File: src/rtl/mem_access_unit.sv
// Multi-cycle load/store unit: lane steering, load extension and wait-state handling
// toward an ack-based word memory. Define MEM_MISALIGN_TRAP_EN to trap misaligned accesses.
module mem_access_unit #(
    parameter int DATA_WIDTH     = 32,
    parameter int TIMEOUT_CYCLES = 15
) (
    input  logic                  clk_i,
    input  logic                  reset_i,
    input  logic [2:0]            funct3_i,
    input  logic [31:0]           byte_addr_i,
    input  logic [DATA_WIDTH-1:0] wd_i,
    input  logic                  mrd_i,
    input  logic                  mwr_i,
    output logic [DATA_WIDTH-1:0] rd_o,
    output logic                  busy_o,
    output logic                  rdy_o,
    output logic                  err_o,
    output logic [29:0]           mem_addr_o,
    output logic [DATA_WIDTH-1:0] mem_wd_o,
    output logic [3:0]            mem_be_o,
    output logic                  mem_re_o,
    output logic                  mem_we_o,
    input  logic [DATA_WIDTH-1:0] mem_rd_i,
    input  logic                  mem_ack_i
`ifdef MEM_MISALIGN_TRAP_EN
    ,
    output logic                  misalign_o
`endif
);

    typedef enum logic [2:0] {S_IDLE, S_REQ, S_WAIT, S_DONE, S_HOLD} state_t;

    state_t      state_q, state_d;
    logic [29:0] addr_q, addr_d;
    logic [1:0]  boff_q, boff_d;
    logic [2:0]  f3_q, f3_d;
    logic        is_wr_q, is_wr_d;
    logic [31:0] wd_q, wd_d;
    logic [3:0]  be_q, be_d;
    logic        re_q, re_d;
    logic        we_q, we_d;
    logic [31:0] rd_q, rd_d;
    logic        rdy_q, rdy_d;
    logic        err_q, err_d;
    logic [7:0]  cnt_q, cnt_d;
    logic        misalign_q, misalign_d;

    logic [3:0]  st_be;
    logic [31:0] st_wd;
    logic [7:0]  ld_byte;
    logic [15:0] ld_half;
    logic [31:0] ld_val;
    logic        misaligned;

    always_comb begin
        st_be = 4'b1111;
        st_wd = wd_i;
        case (funct3_i)
            3'b000: begin
                st_be = 4'b0001 << byte_addr_i[1:0];
                st_wd = {4{wd_i[7:0]}};
            end
            3'b001: begin
                st_be = byte_addr_i[1] ? 4'b1100 : 4'b0011;
                st_wd = {2{wd_i[15:0]}};
            end
            default: ;
        endcase
    end

    always_comb begin
        ld_byte = mem_rd_i[{boff_q, 3'b000} +: 8];
        ld_half = mem_rd_i[{boff_q[1], 4'b0000} +: 16];
        case (f3_q)
            3'b000:  ld_val = {{24{ld_byte[7]}}, ld_byte};
            3'b100:  ld_val = {24'h0, ld_byte};
            3'b001:  ld_val = {{16{ld_half[15]}}, ld_half};
            3'b101:  ld_val = {16'h0, ld_half};
            default: ld_val = mem_rd_i;
        endcase
    end

`ifdef MEM_MISALIGN_TRAP_EN
    always_comb begin
        misaligned = 1'b0;
        if (mwr_i) begin
            if (funct3_i == 3'b001) misaligned = byte_addr_i[0];
            if (funct3_i == 3'b010) misaligned = |byte_addr_i[1:0];
        end else begin
            if (funct3_i[1:0] == 2'b01) misaligned = byte_addr_i[0];
            if (funct3_i == 3'b010)     misaligned = |byte_addr_i[1:0];
        end
    end
`else
    assign misaligned = 1'b0;
`endif

    // Request pulses and rdy are registered on the transition into REQ/DONE.
    always_comb begin
        state_d    = state_q;
        addr_d     = addr_q;
        boff_d     = boff_q;
        f3_d       = f3_q;
        is_wr_d    = is_wr_q;
        wd_d       = wd_q;
        be_d       = be_q;
        re_d       = 1'b0;
        we_d       = 1'b0;
        rd_d       = rd_q;
        rdy_d      = 1'b0;
        err_d      = err_q;
        cnt_d      = cnt_q;
        misalign_d = misalign_q;
        case (state_q)
            S_IDLE: begin
                if (mrd_i | mwr_i) begin
                    addr_d     = byte_addr_i[31:2];
                    boff_d     = byte_addr_i[1:0];
                    f3_d       = funct3_i;
                    is_wr_d    = mwr_i;
                    wd_d       = st_wd;
                    be_d       = mwr_i ? st_be : 4'b0000;
                    cnt_d      = 8'd0;
                    err_d      = 1'b0;
                    misalign_d = 1'b0;
                    if (misaligned) begin
                        misalign_d = 1'b1;
                        rdy_d      = 1'b1;
                        state_d    = S_DONE;
                    end else begin
                        re_d    = ~mwr_i;
                        we_d    = mwr_i;
                        state_d = S_REQ;
                    end
                end
            end
            S_REQ: state_d = S_WAIT;
            S_WAIT: begin
                if (mem_ack_i) begin
                    if (!is_wr_q) rd_d = ld_val;
                    rdy_d   = 1'b1;
                    state_d = S_DONE;
                end else if (cnt_q == 8'(TIMEOUT_CYCLES - 1)) begin
                    rd_d    = 32'h0;
                    err_d   = 1'b1;
                    rdy_d   = 1'b1;
                    state_d = S_DONE;
                end else begin
                    cnt_d = cnt_q + 8'd1;
                end
            end
            S_DONE: state_d = S_HOLD;
            S_HOLD: if (!(mrd_i | mwr_i)) state_d = S_IDLE;
            default: state_d = S_IDLE;
        endcase
    end

    always_ff @(posedge clk_i) begin
        if (reset_i) begin
            state_q    <= S_IDLE;
            addr_q     <= '0;
            boff_q     <= '0;
            f3_q       <= '0;
            is_wr_q    <= 1'b0;
            wd_q       <= '0;
            be_q       <= '0;
            re_q       <= 1'b0;
            we_q       <= 1'b0;
            rd_q       <= '0;
            rdy_q      <= 1'b0;
            err_q      <= 1'b0;
            cnt_q      <= '0;
            misalign_q <= 1'b0;
        end else begin
            state_q    <= state_d;
            addr_q     <= addr_d;
            boff_q     <= boff_d;
            f3_q       <= f3_d;
            is_wr_q    <= is_wr_d;
            wd_q       <= wd_d;
            be_q       <= be_d;
            re_q       <= re_d;
            we_q       <= we_d;
            rd_q       <= rd_d;
            rdy_q      <= rdy_d;
            err_q      <= err_d;
            cnt_q      <= cnt_d;
            misalign_q <= misalign_d;
        end
    end

    assign busy_o     = (state_q == S_REQ) || (state_q == S_WAIT) ||
                        ((state_q == S_IDLE) && (mrd_i || mwr_i));
    assign rd_o       = rd_q;
    assign rdy_o      = rdy_q;
    assign err_o      = err_q;
    assign mem_addr_o = addr_q;
    assign mem_wd_o   = wd_q;
    assign mem_be_o   = be_q;
    assign mem_re_o   = re_q;
    assign mem_we_o   = we_q;
`ifdef MEM_MISALIGN_TRAP_EN
    assign misalign_o = misalign_q;
`else
    logic unused_misalign;
    assign unused_misalign = misalign_q ^ misaligned;
`endif

endmodule

File: config.mk
export PLATFORM = sky130hd
export DESIGN_NAME = mem_access_unit
export DESIGN_NICKNAME = d
export VERILOG_FILES = /design/src/rtl/mem_access_unit.sv
export SDC_FILE = /design/constraint.sdc
export NUM_CORES = 1
export LEC_CHECK = 0
export CAP_MARGIN = 20
export CORE_ASPECT_RATIO = 1.5
export CORE_MARGIN = 3
export CORE_UTILIZATION = 44
export CTS_BUF_LIST = sky130_fd_sc_hd__clkbuf_4 sky130_fd_sc_hd__clkbuf_8
export DETAILED_ROUTE_END_ITERATION = 10
export PLACE_DENSITY = 0.82
export SLEW_MARGIN = 20
export SYNTH_ARGS = -nofsm -noshare
export SYNTH_HDL_FRONTEND = slang
export SYNTH_SLANG_ARGS = --single-unit
File: constraint.sdc
create_clock -name clk_i -period 2.48 [get_ports clk_i]
set_clock_uncertainty 0.05 [all_clocks]
set_input_delay 0.372 -clock clk_i [delete_from_list [all_inputs] [get_ports clk_i]]
set_output_delay 0.372 -clock clk_i [all_outputs]
set_load 0.02 [all_outputs]
==> impl_metrics.yaml <==
worst_setup_path:
  r2r_start: "cnt_q[0]$_SDFFE_PP0P_"
  cp_data_required_time_ns: 2.06
  crit_chain: "or3_1, nor2_1, a211oi_1, clkdlybuf4s50_1"
  critPathKind: "register to primary output"
  start_kind: "register"
  critPathCaptureType: "primary output"
  regToRegEndpoint: "rd_o[21]$_SDFFE_PP0P_"
  startpoint: "state_q[1]$_SDFFE_PP0P_"
  r2r_slack_ns: 0.17
  arrival_ns: 1.97
  max_stage_delay_ns: 0.64
  endpoint: "busy_o"
  reg2regPathDepth: 7
  crit_slowest_cell: "clkdlybuf4s50_1"
  crit_fanout: 12
logic_synthesis:
  synth_warnings: 0
  synth_edf_count: 0
  syn_nets: 671
  synth.distinct_cells: 49
  synthArstFlopShare_pct: 0
  syn-instance-count: 565
  yosysSeqAreaShare_pct: 47.8
  synth_ff_type: "dfxtp_1"
  avgSynthCellArea_um2: 8.81
  ys_ff_latch: 119
  netlist_area_um2: 4980
finish:
  final_area_um2: 7630
  multi_input_area_um2: 2400
  final_cells: 926
  syn_to_final_growth_pct: 53.2
  antennaDiodeCount: 0
  fillCellCount: 894
  nets: 872
  layout_common_cells: "clkdlybuf4s50_1 (205), nand2_1 (126), dfxtp_1 (118)"
  final_util_pct: 69.0
  final_common_cell: "clkdlybuf4s50_1"
  seqCellArea_um2: 2380
  drive_gt1_share_pct: 9.50
global_route:
  grt.overflow.total: 0
  grt_usage_pct: 25.7
  grt_max_degree: 68
  grt_pass1_wl_mm: 25.7
  antenna_found_initial: 0
  grt_pass1_vias: 5198
placed_design:
  placedCellCount: 894
  placed_area_um2: 7190
  io_buffers: 206
  place_congestion: 0.957
  hpwl_mm: 12.1
die:
  ioPinCount: 207
  core_um2: 11100
  num_rows: 47
  die_h_um: 136
  initial_core_util_pct: 45.0
  die_area_um2: 12700
  die_w_um: 92.9
hold_path:
  hp-class: "input port to register"
route:
  ant_nets: 0
  routed_wl_mm: 16.4
  routedWlPerCell_um: 17.7
  num_vias: 5118
  dr.pass1.iters: 4
  vias_per_cell: 5.53
  drc_errors: 0
  drt_iter0_drc: 225
clock_network:
  clk_latency_ns: 0.42
  clk_pin_slew_ns: 0.08
  h-tree-depth: 4
  cts-buffers-inserted: 17
  cts_root_buffer: "clkbuf_8"
  clock-sinks: 119
  cts_buffer_depth: 2
  cts_tree: "yes"
run:
  drv_cap: 0
power:
  total_power_mw: 6.03
  power_density_nw_per_um2: 791
  vdd_drop_max_v: 0.000611
  power.leakage_nw: 2.81
sta:
  slew_viol_final: 0
  maxSlewHeadroom_pct: 42.8
  rsz0062_at_grt: "no"
  worstMarginPinSlew_ns: 0.854
  hold_viol_final: 0
  finalCritPeriodShare_pct: 96.3
  finalSetupViolCount: 0
  setup_tns_ns: 0
  min_period_ns: 2.39
  timing.fmax_mhz: 419
outcome:
  status: "complete, no violations"
==> cell families after synthesis <==
group           after synthesis  share of synthesized area [%]
buf+inv                      48                           4.17
simple gates                190                           17.2
compound gates              174                           23.4
mux                          28                           6.11
flops                       119                           47.8
xor+xnor                      4                          0.703
fa+ha+maj                     2                          0.502
==> per-stage QoR <==
stage,hold slack [ns],worst slack [ns]
2_1_floorplan,0.401,0.609
3_5_place_dp,0.398,0.131
6_report,0.259,0.0923
5_1_grt,0.255,0.00641
4_1_cts,0.244,0.0828
3_3_place_gp,0.392,0.133
==> layout make-up <==
class | count | area share (%)
Multi-Input combinational cell | 398 | 31.4
Inverter | 5 | 0.246
Clock buffer | 20 | 3.36
Timing Repair Buffer | 225 | 29.0
Tap cell | 147 | 2.41
Clock inverter | 12 | 2.33
Sequential cell | 119 | 31.2
==> registers in the layout, summed over array words and instances, names as in the netlist <==
register / cells
boff_q: 2
rd_o: 32
mem_re_o: 1
f3_q: 3
err_o: 1
is_wr_q: 1
mem_addr_o: 30
state_q: 3
mem_be_o: 4
mem_wd_o: 32
rdy_o: 1
cnt_q: 8
mem_we_o: 1
==> Yosys cell counts (2+ instances only) <==
| cell type | count | share of area [%] |
|---|---|---|
| nand2_1 | 127 | 9.6 |
| or4_1 | 5 | 0.75 |
| ha_1 | 2 | 0.50 |
| buf_6 | 2 | 0.45 |
| nand2b_1 | 2 | 0.25 |
| a311oi_1 | 8 | 1.4 |
| a22o_1 | 12 | 2.1 |
| mux2i_1 | 18 | 3.6 |
| nor3_1 | 5 | 0.50 |
| o2bb2ai_1 | 8 | 1.4 |
| mux2_2 | 9 | 2.0 |
| o31ai_1 | 2 | 0.30 |
| nand3_1 | 3 | 0.30 |
| nand4_1 | 3 | 0.38 |
| clkbuf_1 | 29 | 2.2 |
| a21boi_0 | 8 | 1.2 |
| buf_2 | 10 | 1.0 |
| o22ai_1 | 14 | 1.8 |
| xnor2_1 | 4 | 0.70 |
| inv_1 | 5 | 0.38 |
| a211oi_1 | 11 | 1.7 |
| buf_1 | 2 | 0.15 |
| nor4b_1 | 2 | 0.35 |
| a221o_1 | 16 | 3.2 |
| o211ai_1 | 9 | 1.4 |
| o21ai_0 | 15 | 1.5 |
| nor2_1 | 25 | 1.9 |
| nor3b_1 | 2 | 0.30 |
| a21o_1 | 2 | 0.30 |
| dfxtp_1 | 119 | 48 |
| nand3b_1 | 2 | 0.30 |
| nor4_1 | 2 | 0.25 |
| a21oi_1 | 66 | 6.6 |
==> power breakdown <==
part | leakage [nW] | total, mW | switching [mW] | internal [mW]
Sequential | 0.975 | 2.30 | 0.159 | 2.15
Combinational | 1.63 | 1.82 | 0.981 | 0.835
Clock | 0.209 | 1.91 | 0.787 | 1.13
Total | 2.81 | 6.03 | 1.93 | 4.11
==> layer usage <==
metal,track usage [%],vias to the layer above,wire [um]
met5,0,-,0
li1,-,2430,-
met4,11.4,0,559
met1,24.9,2430,5720
met3,8.86,40,1310
met2,48.2,218,8830
==> worst min-delay path by stage <==
| stage | start | to | slack, ns | cells after the start |
|---|---|---|---|---|
| 2_1_floorplan | mwr_i | mem_re_o$_SDFF_PP0_ | 0.40 | 1 |
| 3_3_place_gp | mem_addr_o[6]$_SDFFE_PP0P_ | mem_addr_o[6]$_SDFFE_PP0P_ | 0.39 | 2 |
| 3_5_place_dp | mem_wd_o[30]$_SDFFE_PP0P_ | mem_wd_o[30]$_SDFFE_PP0P_ | 0.40 | 2 |
| 4_1_cts | reset_i | state_q[0]$_SDFFE_PP0P_ | 0.24 | 3 |
| 5_1_grt | reset_i | state_q[0]$_SDFFE_PP0P_ | 0.25 | 3 |
| 6_report | reset_i | state_q[0]$_SDFFE_PP0P_ | 0.26 | 3 |
==> critical path: cells and delay by family (launching register included) <==
family	cells	cell delay (ns)
AO/OA/AOI/OAI	1	0.21
buffers and inverters	1	0.64
flip-flops	1	0.45
AND/OR/NAND/NOR	2	0.23
==> repair_timing <==
| item | in CTS | in global routing |
|---|---|---|
| buffers inserted | 0 | 0 |
| resized for setup | 1 | 0 |
| setup endpoints to repair | 1 | 0 |
| hold buffers | 0 | 0 |
Power figures use the tool's default switching activity.
